File: src/rtl/systolic_seq_ctrl.sv
// Sequencer for an N x N output-stationary MAC array computing C = A * B.
// One job is accepted per start strobe. The controller then issues skewed
// row/column buffer reads, drives the corner cal_en/cal_done pair, waits out
// the drain window and pulses done. Every output comes straight from a flop.
module systolic_seq_ctrl #(
    parameter int N      = 4,
    parameter int K_W    = 8,
    parameter int ADDR_W = 8
) (
    input  logic                clk,
    input  logic                sys_rst,
    input  logic                start,
    input  logic [K_W-1:0]      k_len,
    output logic                busy,
    output logic                done,
    output logic [N-1:0]        a_rd_en,
    output logic [N*ADDR_W-1:0] a_rd_addr,
    output logic [N-1:0]        b_rd_en,
    output logic [N*ADDR_W-1:0] b_rd_addr,
    output logic                cal_en,
    output logic                cal_done,
    output logic [K_W:0]        res_cnt
);

    // One spare bit over res_cnt keeps the internal cycle arithmetic free of wrap.
    localparam int CW = K_W + 2;

    // Reject parameter sets whose longest job would not fit the cycle counter.
    generate
        if ((N > (2 ** (K_W - 1))) || (ADDR_W < K_W)) begin : g_param_check
            $error("systolic_seq_ctrl: need N <= 2**(K_W-1) and ADDR_W >= K_W");
        end
    endgenerate

    typedef enum logic [2:0] {
        ST_IDLE  = 3'd0,
        ST_FEED  = 3'd1,
        ST_FLUSH = 3'd2,
        ST_DRAIN = 3'd3,
        ST_FIN   = 3'd4
    } state_t;

    state_t              state_q, state_d;
    logic [K_W-1:0]      k_q, k_d;
    logic [CW-1:0]       t_q, t_d;
    logic                busy_q, busy_d;
    logic                done_q, done_d;
    logic [N-1:0]        rd_en_q, rd_en_d;
    logic [N*ADDR_W-1:0] rd_addr_q, rd_addr_d;
    logic                cal_en_q, cal_en_d;
    logic                cal_done_q, cal_done_d;
    logic [K_W:0]        res_cnt_q, res_cnt_d;

    logic                active_s;
    logic [CW-1:0]       kk_s, end_s, feed_last_s, flush_last_s;

    // Cycle in which done is shown: cycle 1 for an empty job, else K+2N+1.
    function automatic logic [CW-1:0] job_end(input logic [K_W-1:0] k);
        logic [CW-1:0] e;
        if (k == '0) begin
            e = CW'(1);
        end else begin
            e = CW'(k) + CW'(2 * N + 1);
        end
        return e;
    endfunction

    // Next job cycle, next state and the output values belonging to that cycle.
    always_comb begin
        k_d      = k_q;
        t_d      = t_q;
        active_s = 1'b0;
        case (state_q)
            ST_IDLE: begin
                if (start) begin
                    k_d      = k_len;
                    t_d      = '0;
                    active_s = 1'b1;
                end else begin
                    t_d = '0;
                end
            end
            ST_FIN: begin
                if (t_q >= job_end(k_q)) begin
                    t_d = '0;
                    k_d = '0;
                end else begin
                    // Empty job sits in FIN for cycle 0 and shows done in cycle 1.
                    t_d      = t_q + CW'(1);
                    active_s = 1'b1;
                end
            end
            default: begin
                t_d      = t_q + CW'(1);
                active_s = 1'b1;
            end
        endcase

        kk_s         = CW'(k_d);
        end_s        = job_end(k_d);
        feed_last_s  = kk_s + CW'(N) - CW'(2);
        flush_last_s = kk_s + CW'(N);

        if (active_s) begin
            if ((k_d == '0) || (t_d >= end_s)) begin
                state_d = ST_FIN;
            end else if (t_d <= feed_last_s) begin
                state_d = ST_FEED;
            end else if (t_d <= flush_last_s) begin
                state_d = ST_FLUSH;
            end else begin
                state_d = ST_DRAIN;
            end
        end else begin
            state_d = ST_IDLE;
        end

        busy_d     = (state_d == ST_FEED) || (state_d == ST_FLUSH) || (state_d == ST_DRAIN);
        done_d     = (state_d == ST_FIN) && (t_d == end_s);
        cal_en_d   = busy_d && (t_d >= CW'(1)) && (t_d <= kk_s);
        cal_done_d = busy_d && (k_d != '0) && (t_d == (kk_s + CW'(1)));
        if (state_d == ST_IDLE) begin
            res_cnt_d = '0;
        end else begin
            res_cnt_d = t_d[K_W:0];
        end

        // Buffer i is read in cycles i .. i+K-1 at address t-i.
        rd_en_d   = '0;
        rd_addr_d = '0;
        for (int i = 0; i < N; i++) begin
            if (busy_d && (t_d >= CW'(i)) && (t_d < (CW'(i) + kk_s))) begin
                rd_en_d[i]                    = 1'b1;
                rd_addr_d[i*ADDR_W +: ADDR_W] = ADDR_W'(t_d[K_W-1:0] - K_W'(i));
            end else begin
                rd_en_d[i] = 1'b0;
            end
        end
    end

    // State, latched K, cycle counter and all registered outputs.
    always_ff @(posedge clk) begin
        if (sys_rst) begin
            state_q    <= ST_IDLE;
            k_q        <= '0;
            t_q        <= '0;
            busy_q     <= 1'b0;
            done_q     <= 1'b0;
            rd_en_q    <= '0;
            rd_addr_q  <= '0;
            cal_en_q   <= 1'b0;
            cal_done_q <= 1'b0;
            res_cnt_q  <= '0;
        end else begin
            state_q    <= state_d;
            k_q        <= k_d;
            t_q        <= t_d;
            busy_q     <= busy_d;
            done_q     <= done_d;
            rd_en_q    <= rd_en_d;
            rd_addr_q  <= rd_addr_d;
            cal_en_q   <= cal_en_d;
            cal_done_q <= cal_done_d;
            res_cnt_q  <= res_cnt_d;
        end
    end

    // Rows and columns share one skew schedule, so both sides use the same flops.
    assign busy      = busy_q;
    assign done      = done_q;
    assign a_rd_en   = rd_en_q;
    assign a_rd_addr = rd_addr_q;
    assign b_rd_en   = rd_en_q;
    assign b_rd_addr = rd_addr_q;
    assign cal_en    = cal_en_q;
    assign cal_done  = cal_done_q;
    assign res_cnt   = res_cnt_q;

endmodule

File: config.mk
export PLATFORM = sky130hd
export DESIGN_NAME = systolic_seq_ctrl
export DESIGN_NICKNAME = d
export VERILOG_FILES = /design/src/rtl/systolic_seq_ctrl.sv
export SDC_FILE = /design/constraint.sdc
export NUM_CORES = 1
export LEC_CHECK = 0
export ABC_AREA = 1
export BUFFER_PORTS_ARGS = -buffer_cell sky130_fd_sc_hd__buf_2
export CORE_MARGIN = 1.5
export CORE_UTILIZATION = 41
export CTS_BUF_LIST = sky130_fd_sc_hd__clkbuf_4
export CTS_CLUSTER_DIAMETER = 60
export CTS_CLUSTER_SIZE = 20
export DETAILED_ROUTE_END_ITERATION = 6
export PLACE_DENSITY = 0.63
export SYNTH_ARGS = -nofsm -noshare
export SYNTH_HDL_FRONTEND = slang
export SYNTH_SLANG_ARGS = --single-unit
File: constraint.sdc
create_clock -name clk -period 6.2 [get_ports clk]
set_input_delay 1.24 -clock clk [delete_from_list [all_inputs] [get_ports clk]]
set_output_delay 1.24 -clock clk [all_outputs]
set_load 0.02 [all_outputs]
## Word-level counts from Yosys, hierarchy flattened

Index checks and enable logic that the tools add are counted.

| word-level totals | value |
|---|---|
| bits in registers | 70 |
| input port bits | 11 |
| output and inout bits | 85 |
| word-level logic and storage cells | 92 |

| operators by class | value |
|---|---|
| $add $sub $neg | 11 |
| magnitude comparators | 13 |
| eq/ne operators | 7 |
| muxes and demuxes | 19 |
| bitwise gates (word level) | 4 |
| reductions and logical operators | 25 |

Operators with widths:

| operator | count |
|---|---|
| < comparator 10 x 9 -> 1 bit | 3 |
| == test 10 bit | 2 |
| greater-or-equal comparator 10 x 1 -> 1 bit, second input constant | 2 |
| greater-or-equal comparator 10 bit | 2 |
| greater-or-equal comparator 10 x 2 -> 1 bit, second input constant | 2 |
| 2-to-1 mux 10 bit | 2 |
| one-hot mux 10 bit (2 select lines) | 1 |
| adder 2 x 8 -> 9 bit, first input constant | 2 |
| adder 8 x 4 -> 9 bit, second input constant | 2 |
| 2-to-1 mux 9 bit | 2 |
| zero test 8 bit | 2 |
| 2-to-1 mux 8 bit | 2 |
| one-hot mux 8 bit (2 select lines) | 1 |
| subtractor 8 x 2 -> 8 bit, second input constant | 2 |
| logical AND 1 bit | 12 |
| adder 10 x 1 -> 10 bit, second input constant | 1 |
| <= comparator 10 bit | 1 |
| <= comparator 10 x 8 -> 1 bit | 1 |
| <= comparator 10 x 9 -> 1 bit | 1 |
| < comparator 10 x 8 -> 1 bit | 1 |
| OR reduction 2 bit | 5 |
| subtractor 10 x 2 -> 10 bit, second input constant | 1 |
| adder 1 x 8 -> 9 bit, first input constant | 1 |
| adder 8 x 3 -> 9 bit, second input constant | 1 |
| other kinds (12) | 27 |

## Depth between registers and ports, before layout

Gate-level depths: netlist of run 1.

| logic depth | value |
|---|---|
| word-level depth | 19 |
| depth in mapped cells | 36 |

## Least setup slack after synthesis of run 1

Ideal clock, no wire load.

| path | value |
|---|---|
| kind | flip-flop to flip-flop |
| from | register k_q[0] |
| to | register cal_done_q (netlist: cal_done) |
| data arrival time | 4.504 ns |
| data required time | 6.113 ns |
| path slack | 1.609 ns |
| stages on the path, launching flop included | 36 |
| buffers on the path | 1 |
| period minus slack after synthesis | 4.591 ns |
| cells stage by stage | dfxtp_1 ha_1 a21oi_1 nor2_1 inv_1 nor3_1 nand2_1 ha_1 nand2_1 nor2_2 nand3_1 nand3_2 nand2_4 buf_12 inv_2 o21ai_1 a21boi_2 inv_1 ha_1 inv_1 nor2_1 inv_1 nand2_1 inv_1 o21ai_0 o21ai_1 ha_1 a21oi_1 o221ai_1 o21ai_2 nand3_2 inv_2 nand2_4 nor2_8 inv_4 nor4b_4 |

| on the way | value |
|---|---|
| word-level cells in the longest chain between the ends | 17 |

Ends and longest elaborated chain:

| what | line | RTL |
|---|---|---|
| from (decl) | 44 | `logic [K_W-1:0] k_q, k_d;` |
| from (signal assigned) | 156 | `k_q <= k_d;` |
| adder 8 x 4 -> 9 bit / zero test 8 bit (equally long branches) | 63, 60 |  |
| 2-to-1 mux 9 bit | 60 | `if (k == '0) begin` |
| 2-to-1 mux 10 bit | 73 | `case (state_q)` |
| greater-or-equal comparator 10 bit | 84 | `if (t_q >= job_end(k_q)) begin` |
| 2-to-1 mux 8 bit | 84 |  |
| one-hot mux 8 bit (2 select lines) * | 73 |  |
| adder 8 x 3 -> 9 bit * | 102 | `flush_last_s = kk_s + CW'(N);` |
| net flush_last_s[1] | 55 | `logic [CW-1:0] kk_s, end_s, feed_last_s, flush_last_s;` |
| subtractor 10 x 2 -> 10 bit / <= comparator 10 x 9 -> 1 bit (equally long branches) | 101, 109 |  |
| <= comparator 10 bit / 2-to-1 mux 1 bit (equally long branches) | 107, 109 |  |
| 2-to-1 mux 2 bit * | 107 | `end else if (t_d <= feed_last_s) begin` |
| 2-to-1 mux 3 bit * | 105 | `if ((k_d == '0) \|\| (t_d >= end_s)) begin` |
| 2-to-1 mux 3 bit * | 104 | `if (active_s) begin` |
| == test 3 x 1 -> 1 bit / == test 3 x 2 -> 1 bit (equally long branches) | 118 | `busy_d = (state_d == ST_FEED) \|\| (state_d == ST_FLUSH) \|\| (state_d == ST_DRAIN);` |
| logical OR 1 bit | 118 |  |
| logical OR 1 bit * | 118 |  |
| logical AND 1 bit * (2 in series) | 121 | `cal_done_d = busy_d && (k_d != '0) && (t_d == (kk_s + CW'(1)));` |
| to (signal assigned) | 163 | `cal_done_q <= cal_done_d;` |
| to (decl) | 51 | `logic cal_done_q, cal_done_d;` |

The timed path passes the listed nets; every way through them passes the cells marked *. The select of a mux whose other input is x is not followed.
A chain may end at the register's enable or synchronous reset.

## Worst setup path in the final report of run 1

| path | value |
|---|---|
| from | register k_q[0] |
| to | register rd_addr_q[14] (netlist: a_rd_addr[14]) |

| on the way | value |
|---|---|
| word-level cells in the longest chain between the ends | 19 |

Ends and longest elaborated chain:

| what | line | RTL |
|---|---|---|
| adder 8 x 4 -> 9 bit / zero test 8 bit (equally long branches) | 63, 60 |  |
| 2-to-1 mux 9 bit | 60 |  |
| 2-to-1 mux 10 bit | 73 |  |
| greater-or-equal comparator 10 bit | 84 |  |
| 2-to-1 mux 8 bit | 84 |  |
| one-hot mux 8 bit (2 select lines) * | 73 |  |
| adder 8 x 3 -> 9 bit * | 102 |  |
| net flush_last_s[1] | 55 |  |
| [3 not listed] | - |  |
| 2-to-1 mux 3 bit * | 105 |  |
| 2-to-1 mux 3 bit * | 104 |  |
| == test 3 x 1 -> 1 bit / == test 3 x 2 -> 1 bit (equally long branches) | 118 |  |
| logical OR 1 bit | 118 |  |
| logical OR 1 bit * | 118 |  |
| logical AND 1 bit * (2 in series) | 132 | `if (busy_d && (t_d >= CW'(i)) && (t_d < (CW'(i) + kk_s))) begin` |
| inverter 1 bit (no line) * | - |  |
| OR reduction 2 bit (no line) * | - |  |
| to (signal assigned) | 161 | `rd_addr_q <= rd_addr_d;` |
| to (decl) | 49 | `logic [N*ADDR_W-1:0] rd_addr_q, rd_addr_d;` |

Marks and branches as above.

==> results by group, run 1 <==
Run status
  – Status: complete, no violations

Synth
  – EDFF count, synth: 0
  – Ys async rst share: 0
  – Cells after synthesis: about 740
  – Synth Area in Compound Gates: 0.09579
  – Mapped Nets: 831
  – Synth Area per Inst: 7.461 sq um
  – #FFs+latches synth: 70
  – Simple-gate area share of the yosys netlist: 0.2890
  – Post-Syn Area: 0.005499 sq mm
  – Synth Area in XOR/XNOR: 0.04460
  – Post-synthesis adder-cell area fraction: 0.1889
  – Main combinational cell family by area after synthesis: simple AND/OR/NAND/NOR gates
  – Post-synthesis sequential area ratio: 0.2548
  – Synth unique cells: 50
  – Most used DFF post-synth: dfxtp_1
  – Mux share of post-synthesis cell area: 0
  – Ys Warns: 0

Timing
  – Setup violations, final: 0
  – Setup Skew: 0.01764 ns
  – RSZ-0062 raised after global routing: false
  – Max Slew Vio Count: 0
  – Worst-margin pin slew: 0.8862 ns
  – Setup total negative slack: 0 ns
  – Hold Vio Cnt, Final: 0
  – Period utilization: 0.8910
  – Headroom to the max-slew limit: 0.4030
  – Min Tclk post-route: 5.524 ns
  – Maximum clock rate: approximately 180 MHz

GRT
  – GRT busiest layer: met2
  – Pin count of the biggest net entering global routing: 32
  – Global Route Usage Sum: 0.2070
  – First-pass GRT wire length: 22850 um
  – Vias in the first global route: 4415
  – Initial antenna violation count: 1
  – Met1 GRT Util: 0.2747
  – Met2 global-route usage: 0.3521
  – Grt ovf: 0
  – Grt met3 use: 0.02874

Routing
  – Starting DRC count in detailed routing: 362
  – DRC Markers: 0
  – Via count: 4709
  – DRT Pass-1 Iters: 5
  – WL final: 14100 um
  – Routed vias/inst: 4.786
  – Drt wl/cell: approximately 14 um
  – Routed Antenna Nets: 0

Worst hold path
  – WHS Endpoint: t_q[8]
  – Hold Path Depth: 2
  – Min-delay src: t_q[8]
  – Hold Path Class: reg -> reg

Floorplan
  – Die Width: 118.8 um
  – # IOs: 96
  – DIE HEIGHT: between 100 and 150 um
  – FP Rows: 42
  – Die area: 0.01412 sq mm
  – Core Area: 0.01319 sq mm
  – Initial Util: 0.4169

Finish
  – Layout Nets: 896
  – Share of layout cells above drive strength 1: 0.2280
  – Storage element area: 0.001401 sq mm
  – # fillers: 1348
  – Layout area overhead: 9.852%
  – Multi-input logic area: 0.003400 sq mm
  – Final Cell Area: a little over 0.006 sq mm
  – Fin util: 0.4580
  – Fin cells: 984

Clocking
  – Post-CTS Resized: 0
  – Setup Fix Bufs, Post-CTS: 0
  – Max H-tree Level: 3
  – Clock network latency to the later pin of the worst-skew pair: 0.43 ns
  – Max Buffers Root-to-Sink: 2
  – TritonCTS Buffers: 9
  – Hold buffers post-CTS: 0
  – Clock-pin slew on the worst setup and hold paths: 0.14 ns
  – Num Clock Sinks: 70
  – CTS tree: built
  – Root buf cell: clkbuf_4

Critical path
  – Reg-to-Reg End: a_rd_addr[14]
  – Crit path kind: reg -> reg
  – Critical path buffer and inverter count: 5
  – CP Max Fanout: 15
  – Crit path from: k_q[0]
  – R2R setup slack: 0.68 ns
  – Startpoint Class: flip-flop
  – Critical path's top delay family: simple AND/OR/NAND/NOR gates
  – Worst Setup End Kind: flip-flop
  – Reg2reg start: k_q[0]
  – Critical Path AT: just under 6 ns
  – Slowest cell on crit path: dfxtp_1
  – Critical Path Most Common Cell: nand2_1
  – Critical Path RT: approximately 6.6 ns
  – R2R cell count: 32
  – Largest stage delay, worst path: approximately 0.43 ns

Placed design
  – Placed instance area: 0.005888 sq mm
  – HPWL after DPL: roughly 11000 um
  – Port Buffers: 95
  – GPL Wtd Cong: roughly 0.96
  – Number of cells after detailed placement: 967

Pwr
  – Switching share of total power: 0.5209
  – Comb power frac: 0.620
  – Int Pwr: 1.122 mW
  – PwrDens: between 300 and 400 mW/mm^2
  – Worst vdd ir: roughly 110 uV
  – P_leak: between 3 and 4 nW
  – Clock power frac: 0.133
  – Sequential power share: 0.247
  – P_sw: ~1.2 mW

Job
  – # Max-Cap Violations: 0
-- kinds of logic (layout without fill, tap and decap cells) --
family                   Yosys count  after routing
AND/OR/NAND/NOR                  325            325
buffers and inverters            144            214
AO/OA/AOI/OAI                     87             87
adder cells (fa/ha/maj)           83             83
flip-flops                        70             70
XOR/XNOR                          28             28
other                              0              1
-- area by class of cell --
type / count / area share
antenna: 1 / 0.0004143
clock inverter: 7 / 0.01367
timing repair buffer: 95 / 0.07871
sequential: 70 / 0.2320
clock buffer: 9 / 0.01118
tap: 176 / 0.03645
multi-input combinational: 523 / 0.5628
inverter: 103 / 0.06483
-- per-stage QoR --
stage | worst slack [ns] | hold slack [ns] | power [mW]
after floorplan | 1.609 | 0.5804 | 1.740
final | 0.6756 | 0.7022 | 2.343
after global routing | 0.02078 | 0.7432 | 2.558
after global placement | 0.9610 | 0.6564 | 2.038
after CTS | 0.6799 | 0.7008 | 2.353
after detailed placement | 0.8248 | 0.6748 | 2.039
-- cell usage after synthesis, drive strengths merged, types with 3 or more instances --
cell      n  area [sq um]
o211ai    4         30.03
o21ai    30         153.9
buf      39         299.0
nand4     9         86.33
xor2     22         192.7
o21a      3         22.52
xnor2     6         52.55
inv     101         384.1
nor2    125         515.5
nand3    34         232.7
dfxtp    70          1401
ha       83          1039
nor3     11         75.07
nand2   139         614.3
a21oi    38         205.2
o21bai    3         26.27
-- worst max-delay path by stage --
stage	to	slack [ns]	depth (start not counted)
after global placement	a_rd_addr[30]	0.96	33
final	a_rd_addr[14]	0.68	32
after floorplan	cal_done	1.61	35
after detailed placement	a_rd_addr[14]	0.82	32
after CTS	a_rd_addr[14]	0.68	32
after global routing	a_rd_addr[10]	0.02	32
-- flip-flops by register name (all words and copies together) (netlist names) --
signal / flops
a_rd_addr: 32
t_q: 10
res_cnt: 9
k_q: 8
a_rd_en: 4
state_q: 3
busy: 1
cal_done: 1
cal_en: 1
done: 1
-- worst min-delay path, cell delays in order, from the launching register on --
cell and delay [ns]:
dfxtp_1 0.42, xnor2_1 0.20, nor3_1 0.06
-- placed cells by master, fill, tap and decap left out, types with 22 or more instances in the layout --
master and n:
ha_1 83, nand3_1 23, buf_2 95, o21ai_0 27
xor2_1 22, dfxtp_1 70, a21oi_1 36, nor2_1 114
inv_1 86, nand2_1 120
-- metal layers --
metal	vias to the layer above	routed length (um)
met5	-	0
met4	0	125
met3	10	871
met2	147	6596
met1	2089	6511
li1	2463	-
-- power groups by stage --
stage               logic (mW)  registers [mW]  clock network (mW)
CTS                       1.45           0.581               0.318
detailed placement        1.45           0.592                   0
floorplan                 1.09           0.645                   0
finish                    1.45           0.580               0.312
global route              1.63           0.588               0.339
global placement          1.44           0.593                   0
(Power assumes the default switching activity.)
==> run 2: changes to the inputs <==
- ABC_AREA: 1 -> 0
- ABC_CLOCK_PERIOD_IN_PS: default -> 6200
- PLACE_DENSITY: 0.63 -> 0.64
- SLEW_MARGIN: default -> 20
==> results by group, run 2 <==
Floorplan
  – Die area: between 0.01 and 0.015 sq mm
  – Initial Util: 0.4244
  – # IOs: between 90 and 100
  – FP Rows: 40
  – Core Area: 0.01216 sq mm
  – Die Width: 115.2 um
  – DIE HEIGHT: roughly 120 um

Timing
  – WHS: 0.6979 ns
  – Maximum clock rate: roughly 170 MHz
  – Max Slew Vio Count: 0
  – Setup total negative slack: 0 ns
  – Setup ws final: 0.3853 ns
  – RSZ-0062 raised after global routing: false
  – Hold Vio Cnt, Final: 0
  – Setup Skew: 0.02425 ns
  – Worst-margin pin slew: ~0.86 ns
  – Min Tclk post-route: 5.815 ns
  – Period utilization: 0.9379
  – Headroom to the max-slew limit: 0.4264
  – Setup violations, final: 0

Synth
  – Ys Warns: 0
  – Post-synthesis sequential area ratio: 0.2715
  – Mapped Nets: 706
  – Synth unique cells: 61
  – Ys async rst share: 0
  – #FFs+latches synth: 70
  – Cells after synthesis: around 610
  – Synth top cells by count: 87 x nor2_1, 83 x ha_1, 70 x dfxtp_1
  – Share of the synthesized area in the top cell type: 0.2715
  – EDFF count, synth: 0
  – Leading area contributor after synthesis: dfxtp_1
  – Most used DFF post-synth: dfxtp_1
  – Area contributors post-synth: dfxtp_1 27%, ha_1 20%, xnor2_1 7.1%
  – Most common cell in the netlist: nor2_1
  – Synth Area per Inst: 8.433 sq um
  – Post-Syn Area: 0.005161 sq mm

GRT
  – First-pass GRT wire length: between 20000 and 25000 um
  – Grt ovf: 0
  – Vias in the first global route: 4174
  – Pin count of the biggest net entering global routing: 29
  – Initial antenna violation count: 0
  – Global Route Usage Sum: 0.2055

Pwr
  – P_leak: 2.881 nW
  – Sequential power share: 0.281
  – Switching share of total power: 0.4742
  – P_sw: about 950 uW
  – Worst vdd ir: 99.39 uV
  – Int Pwr: 1.049 mW
  – PwrDens: around 350 mW/mm^2
  – Comb power frac: 0.596
  – Power, Total: roughly 2.0 mW
  – Clock power frac: 0.123

Routing
  – Routed vias/inst: 5.194
  – WL final: between 10000 and 15000 um
  – Via count: 4446
  – Routed Antenna Nets: 0
  – DRC Markers: 0
  – Starting DRC count in detailed routing: ~290
  – Drt wl/cell: roughly 16 um
  – DRT Pass-1 Iters: 5

Finish
  – Fin cells: roughly 860
  – Commonest non-fill, non-tap cell in the layout: buf_2
  – Max FFs per register: 32
  – Commonest cells after routing, fill and taps aside: 95 x buf_2, 87 x nor2_1, 83 x ha_1
  – # fillers: 1219
  – Fin util: 0.4740
  – Layout Nets: between 700 and 800
  – Share of layout cells above drive strength 1: 0.2224
  – Final Cell Area: 0.005764 sq mm
  – Diode count: 0
  – Layout area overhead: 11.68%

Critical path
  – R2R setup slack: ~0.39 ns
  – R2R cell count: 24
  – CP Max Fanout: 9
  – Largest stage delay, worst path: roughly 0.63 ns
  – Critical Path RT: 6.56 ns
  – Crit-path cells: inv_1 > ha_1 > nand3_1 > o21ai_0 > ha_1 > a211oi_1 > nor2_1 > a21o_1 > a31oi_4 > a22oi_1 > inv_1 > ha_1 > a21oi_1 > nand2b_1 > nand2_1 > ha_1 > a21o_1 > a21o_1 > a211oi_1 > o221ai_1 > a41oi_2 > nand2b_2 > or4_4 > nor2_2
  – Crit path kind: reg -> reg
  – Slowest cell on crit path: or4_4
  – Reg-to-Reg End: a_rd_addr[21]
  – Worst Setup End Kind: flip-flop
  – Critical path buffer and inverter count: 2
  – Startpoint Class: flip-flop
  – Reg2reg start: k_q[0]
  – Critical path's top delay family: compound AO/OA/AOI/OAI gates
  – Critical Path Most Common Cell: ha_1
  – Critical Path AT: 6.17 ns

Worst hold path
  – Min-delay src: k_q[0]
  – Hold Path Depth: 2
  – Hold Path Class: reg -> reg
  – WHS Endpoint: k_q[0]

Clocking
  – Num Clock Sinks: 70
  – Max H-tree Level: 3
  – Clock-pin slew on the worst setup and hold paths: ~0.13 ns
  – Root buf cell: clkbuf_4
  – Clock network latency to the later pin of the worst-skew pair: 0.43 ns
  – Max Buffers Root-to-Sink: 2
  – CTS tree: built
  – TritonCTS Buffers: 9

Placed design
  – Placed instance area: about 0.0056 sq mm
  – GPL Wtd Cong: 0.9160
  – Number of cells after detailed placement: 840
  – Port Buffers: between 90 and 100
  – Worst slack, placed: 0.4051 ns
  – HPWL after DPL: between 10000 and 15000 um

Job
  – # Max-Cap Violations: 0

Run status
  – Status: complete, no violations
-- run 2: metal layers --
layer	vias to the layer above	GRT usage	wire (um)	share of wire
li1	2196	-	-	-
met1	2055	0.2502	5831	0.44
met2	165	0.3599	6422	0.48
met3	30	0.03163	735	0.055
met4	0	0.08807	298	0.022
met5	-	0	0	0
-- run 2: power by group through the flow --
| stage | Clock [mW] | Sequential [mW] | Combinational, mW |
|---|---|---|---|
| after floorplan | 0 | 0.627 | 0.830 |
| after global placement | 0 | 0.571 | 1.15 |
| after detailed placement | 0 | 0.572 | 1.17 |
| after CTS | 0.251 | 0.562 | 1.17 |
| after global routing | 0.269 | 0.570 | 1.32 |
| final | 0.245 | 0.561 | 1.19 |
-- run 2: layout make-up --
cell class                 count  area (sq um)  area share
timing repair buffer         113         610.6      0.1059
tap                          168         210.2     0.03647
inverter                      31         118.9     0.02062
clock buffer                   9         67.56     0.01172
multi-input combinational    458          3314      0.5750
sequential                    70          1401      0.2431
clock inverter                 7         41.29    0.007163
-- run 2: worst max path at each step --
stage	to	depth (start not counted)	slack [ns]	start
floorplan	a_rd_addr[22]	26	0.87	k_q[0]
global placement	a_rd_addr[23]	25	0.60	k_q[0]
detailed placement	a_rd_addr[20]	25	0.41	k_q[0]
CTS	a_rd_addr[21]	25	0.30	k_q[0]
global route	a_rd_addr[21]	24	0.04	k_q[0]
finish	a_rd_addr[21]	24	0.39	k_q[0]
-- run 2: cells by family after synthesis --
family	synth area share
and+or+nand+nor	0.2114
AOI/OAI and AO/OA	0.1210
buffers and inverters	0.08897
adders and majority gates	0.2012
DFF	0.2715
xor gates and xnor gates	0.1018
muxes	0.004121
-- run 2: worst min-delay path, cell delays in order (launching register included) --
cell and delay, ns:
dfxtp_1 0.44, a22oi_2 0.12, nor2_1 0.11
-- run 2: what timing repair did --
item | 4_1_cts | 5_1_grt
endpoints found under the setup margin | 0 | 17
endpoints found under the hold margin | 0 | 0
hold buffers | 0 | 0
buffers inserted | 0 | 0
gates resized for setup | 0 | 3
==> run 3: changes to the inputs <==
- CELL_PAD_IN_SITES_DETAIL_PLACEMENT: default -> 1
- CELL_PAD_IN_SITES_GLOBAL_PLACEMENT: default -> 2
- CORE_UTILIZATION: 41 -> 34
- MAX_ROUTING_LAYER: default -> met4
- PLACE_DENSITY: 0.64 -> 0.84
==> results by group, run 3 (synthesized netlist as in run 2, its figures left out) <==
Critical path
  – CP Max Fanout: 7
  – Worst Setup End Kind: flip-flop
  – Critical Path AT: 5.99 ns
  – Crit path kind: reg -> reg
  – Startpoint Class: flip-flop
  – Critical Path RT: 6.51 ns

Finish
  – Layout area overhead: 13.19%
  – Commonest non-fill, non-tap cell in the layout: buf_2
  – Share of layout cells above drive strength 1: 0.2319
  – # fillers: between 1500 and 2000
  – Diode count: 0
  – Max FFs per register: 32
  – Commonest cells after routing, fill and taps aside: 95 x buf_2, 87 x nor2_1, 82 x ha_1
  – Layout Nets: 779

Clocking
  – Setup Fix Bufs, Post-CTS: 0
  – Clock-pin slew on the worst setup and hold paths: 0.12 ns
  – TritonCTS Buffers: 9
  – Num Clock Sinks: 70
  – CTS tree: built
  – Clock network latency to the later pin of the worst-skew pair: 0.43 ns
  – Root buf cell: clkbuf_4
  – Hold buffers post-CTS: 0
  – Max H-tree Level: 3
  – Max Buffers Root-to-Sink: 2

Floorplan
  – Core Area: ~0.015 sq mm
  – # IOs: 96
  – Die area: 0.01593 sq mm
  – FP Rows: 44
  – Die Width: 126.2 um
  – Initial Util: 0.3511
  – DIE HEIGHT: approximately 130 um

GRT
  – Initial antenna violation count: 0
  – First-pass GRT wire length: around 24000 um
  – Grt ovf: 0
  – Pin count of the biggest net entering global routing: 29
  – Global Route Usage Sum: 0.1957
  – Vias in the first global route: roughly 4500

Timing
  – Headroom to the max-slew limit: 0.5742
  – WHS: between 0.7 and 0.8 ns
  – Setup Skew: ~0.021 ns
  – Maximum clock rate: 175.9 MHz
  – Worst-margin pin slew: around 0.64 ns
  – Period utilization: 0.9172
  – Setup violations, final: 0
  – Hold Vio Cnt, Final: 0
  – RSZ-0062 raised after global routing: false
  – Max Slew Vio Count: 0
  – Min Tclk post-route: 5.686 ns
  – Setup total negative slack: 0 ns

Job
  – # Max-Cap Violations: 0

Routing
  – Routed Antenna Nets: 0
  – Drt wl/cell: 16.97 um
  – Starting DRC count in detailed routing: 216
  – DRT Pass-1 Iters: 4
  – Routed vias/inst: 4.993
  – WL final: 14830 um
  – DRC Markers: 0
  – Via count: 4364

Run status
  – Status: complete, no violations

Pwr
  – PwrDens: 355.5 mW/mm^2
  – P_leak: 2.909 nW
  – Worst vdd ir: 103.7 uV

Placed design
  – GPL Wtd Cong: 0.8939
  – Port Buffers: 95
  – HPWL after DPL: roughly 12000 um

Worst hold path
  – Hold Path Class: reg -> reg
-- run 3: through the flow --
step / cells / util / setup slack, ns / power, mW / cell area, sq um
after floorplan: 612 / - / 0.8686 / 1.457 / 5161
after global placement: 858 / 0.3862 / 0.3987 / 1.752 / 5677
after detailed placement: 858 / 0.3862 / 0.3064 / 1.785 / 5677
after CTS: 874 / 0.3958 / 0.2084 / 2.087 / 5818
after global routing: 874 / 0.3974 / 0.05319 / 2.243 / 5842
final: 874 / 0.3974 / 0.5136 / 2.077 / 5842
-- run 3: routing by layer --
layer  up-vias  GRT usage  routed length (um)
met2       105     0.3465                7434
met5         -          -                   0
li1       2195          -                   -
met3        14    0.02846                 441
met1      2050     0.2332                6745
met4         0    0.04936                 214
-- run 3: worst paths after layout --
path	startpoint	to	slack, ns	cells after the start
setup / recovery	k_q[5]	state_q[0]	0.51	24
hold / removal	k_q[0]	k_q[0]	0.74	2
setup reg to reg	k_q[5]	state_q[0]	0.51	24
hold reg to reg	k_q[0]	k_q[0]	0.74	2
-- run 3: worst max-delay path: stages, from the launching register on --
cell and delay (ns):
dfxtp_1 0.40, nor4_1 0.28, nand3_1 0.19, nand2_1 0.12
ha_1 0.22, nand2b_1 0.14, a211o_1 0.32, a21o_1 0.25
a31oi_4 0.30, a22oi_1 0.21, inv_2 0.19, ha_2 0.29
xor2_1 0.22, nand3_1 0.20, mux2_2 0.32, xnor2_1 0.13
ha_1 0.30, nand4_1 0.11, nor3_1 0.28, o21ai_0 0.13
a32o_1 0.28, nand2b_1 0.17, a311oi_1 0.24, o21ai_0 0.12
o311a_1 0.17
-- run 3: final cells by class --
| class | instances | area [sq um] | area share |
|---|---|---|---|
| Clock buffer | 9 | 67.56 | 0.01157 |
| Tap cell | 184 | 230.2 | 0.03941 |
| Timing Repair Buffer | 115 | 625.6 | 0.1071 |
| Sequential cell | 70 | 1401 | 0.2399 |
| Multi-Input combinational cell | 458 | 3324 | 0.5691 |
| Inverter | 31 | 118.9 | 0.02035 |
| Clock inverter | 7 | 73.82 | 0.01264 |
-- run 3: report_power, final --
group | switching (mW) | internal, mW
Sequential | 0.0455 | 0.517
Combinational | 0.761 | 0.460
Clock | 0.169 | 0.124
Total | 0.976 | 1.10
-- run 3: what timing repair did --
action                     in CTS  in global routing
hold endpoints to repair        0                  0
setup endpoints to repair       0                 10
resized for setup               0                  6
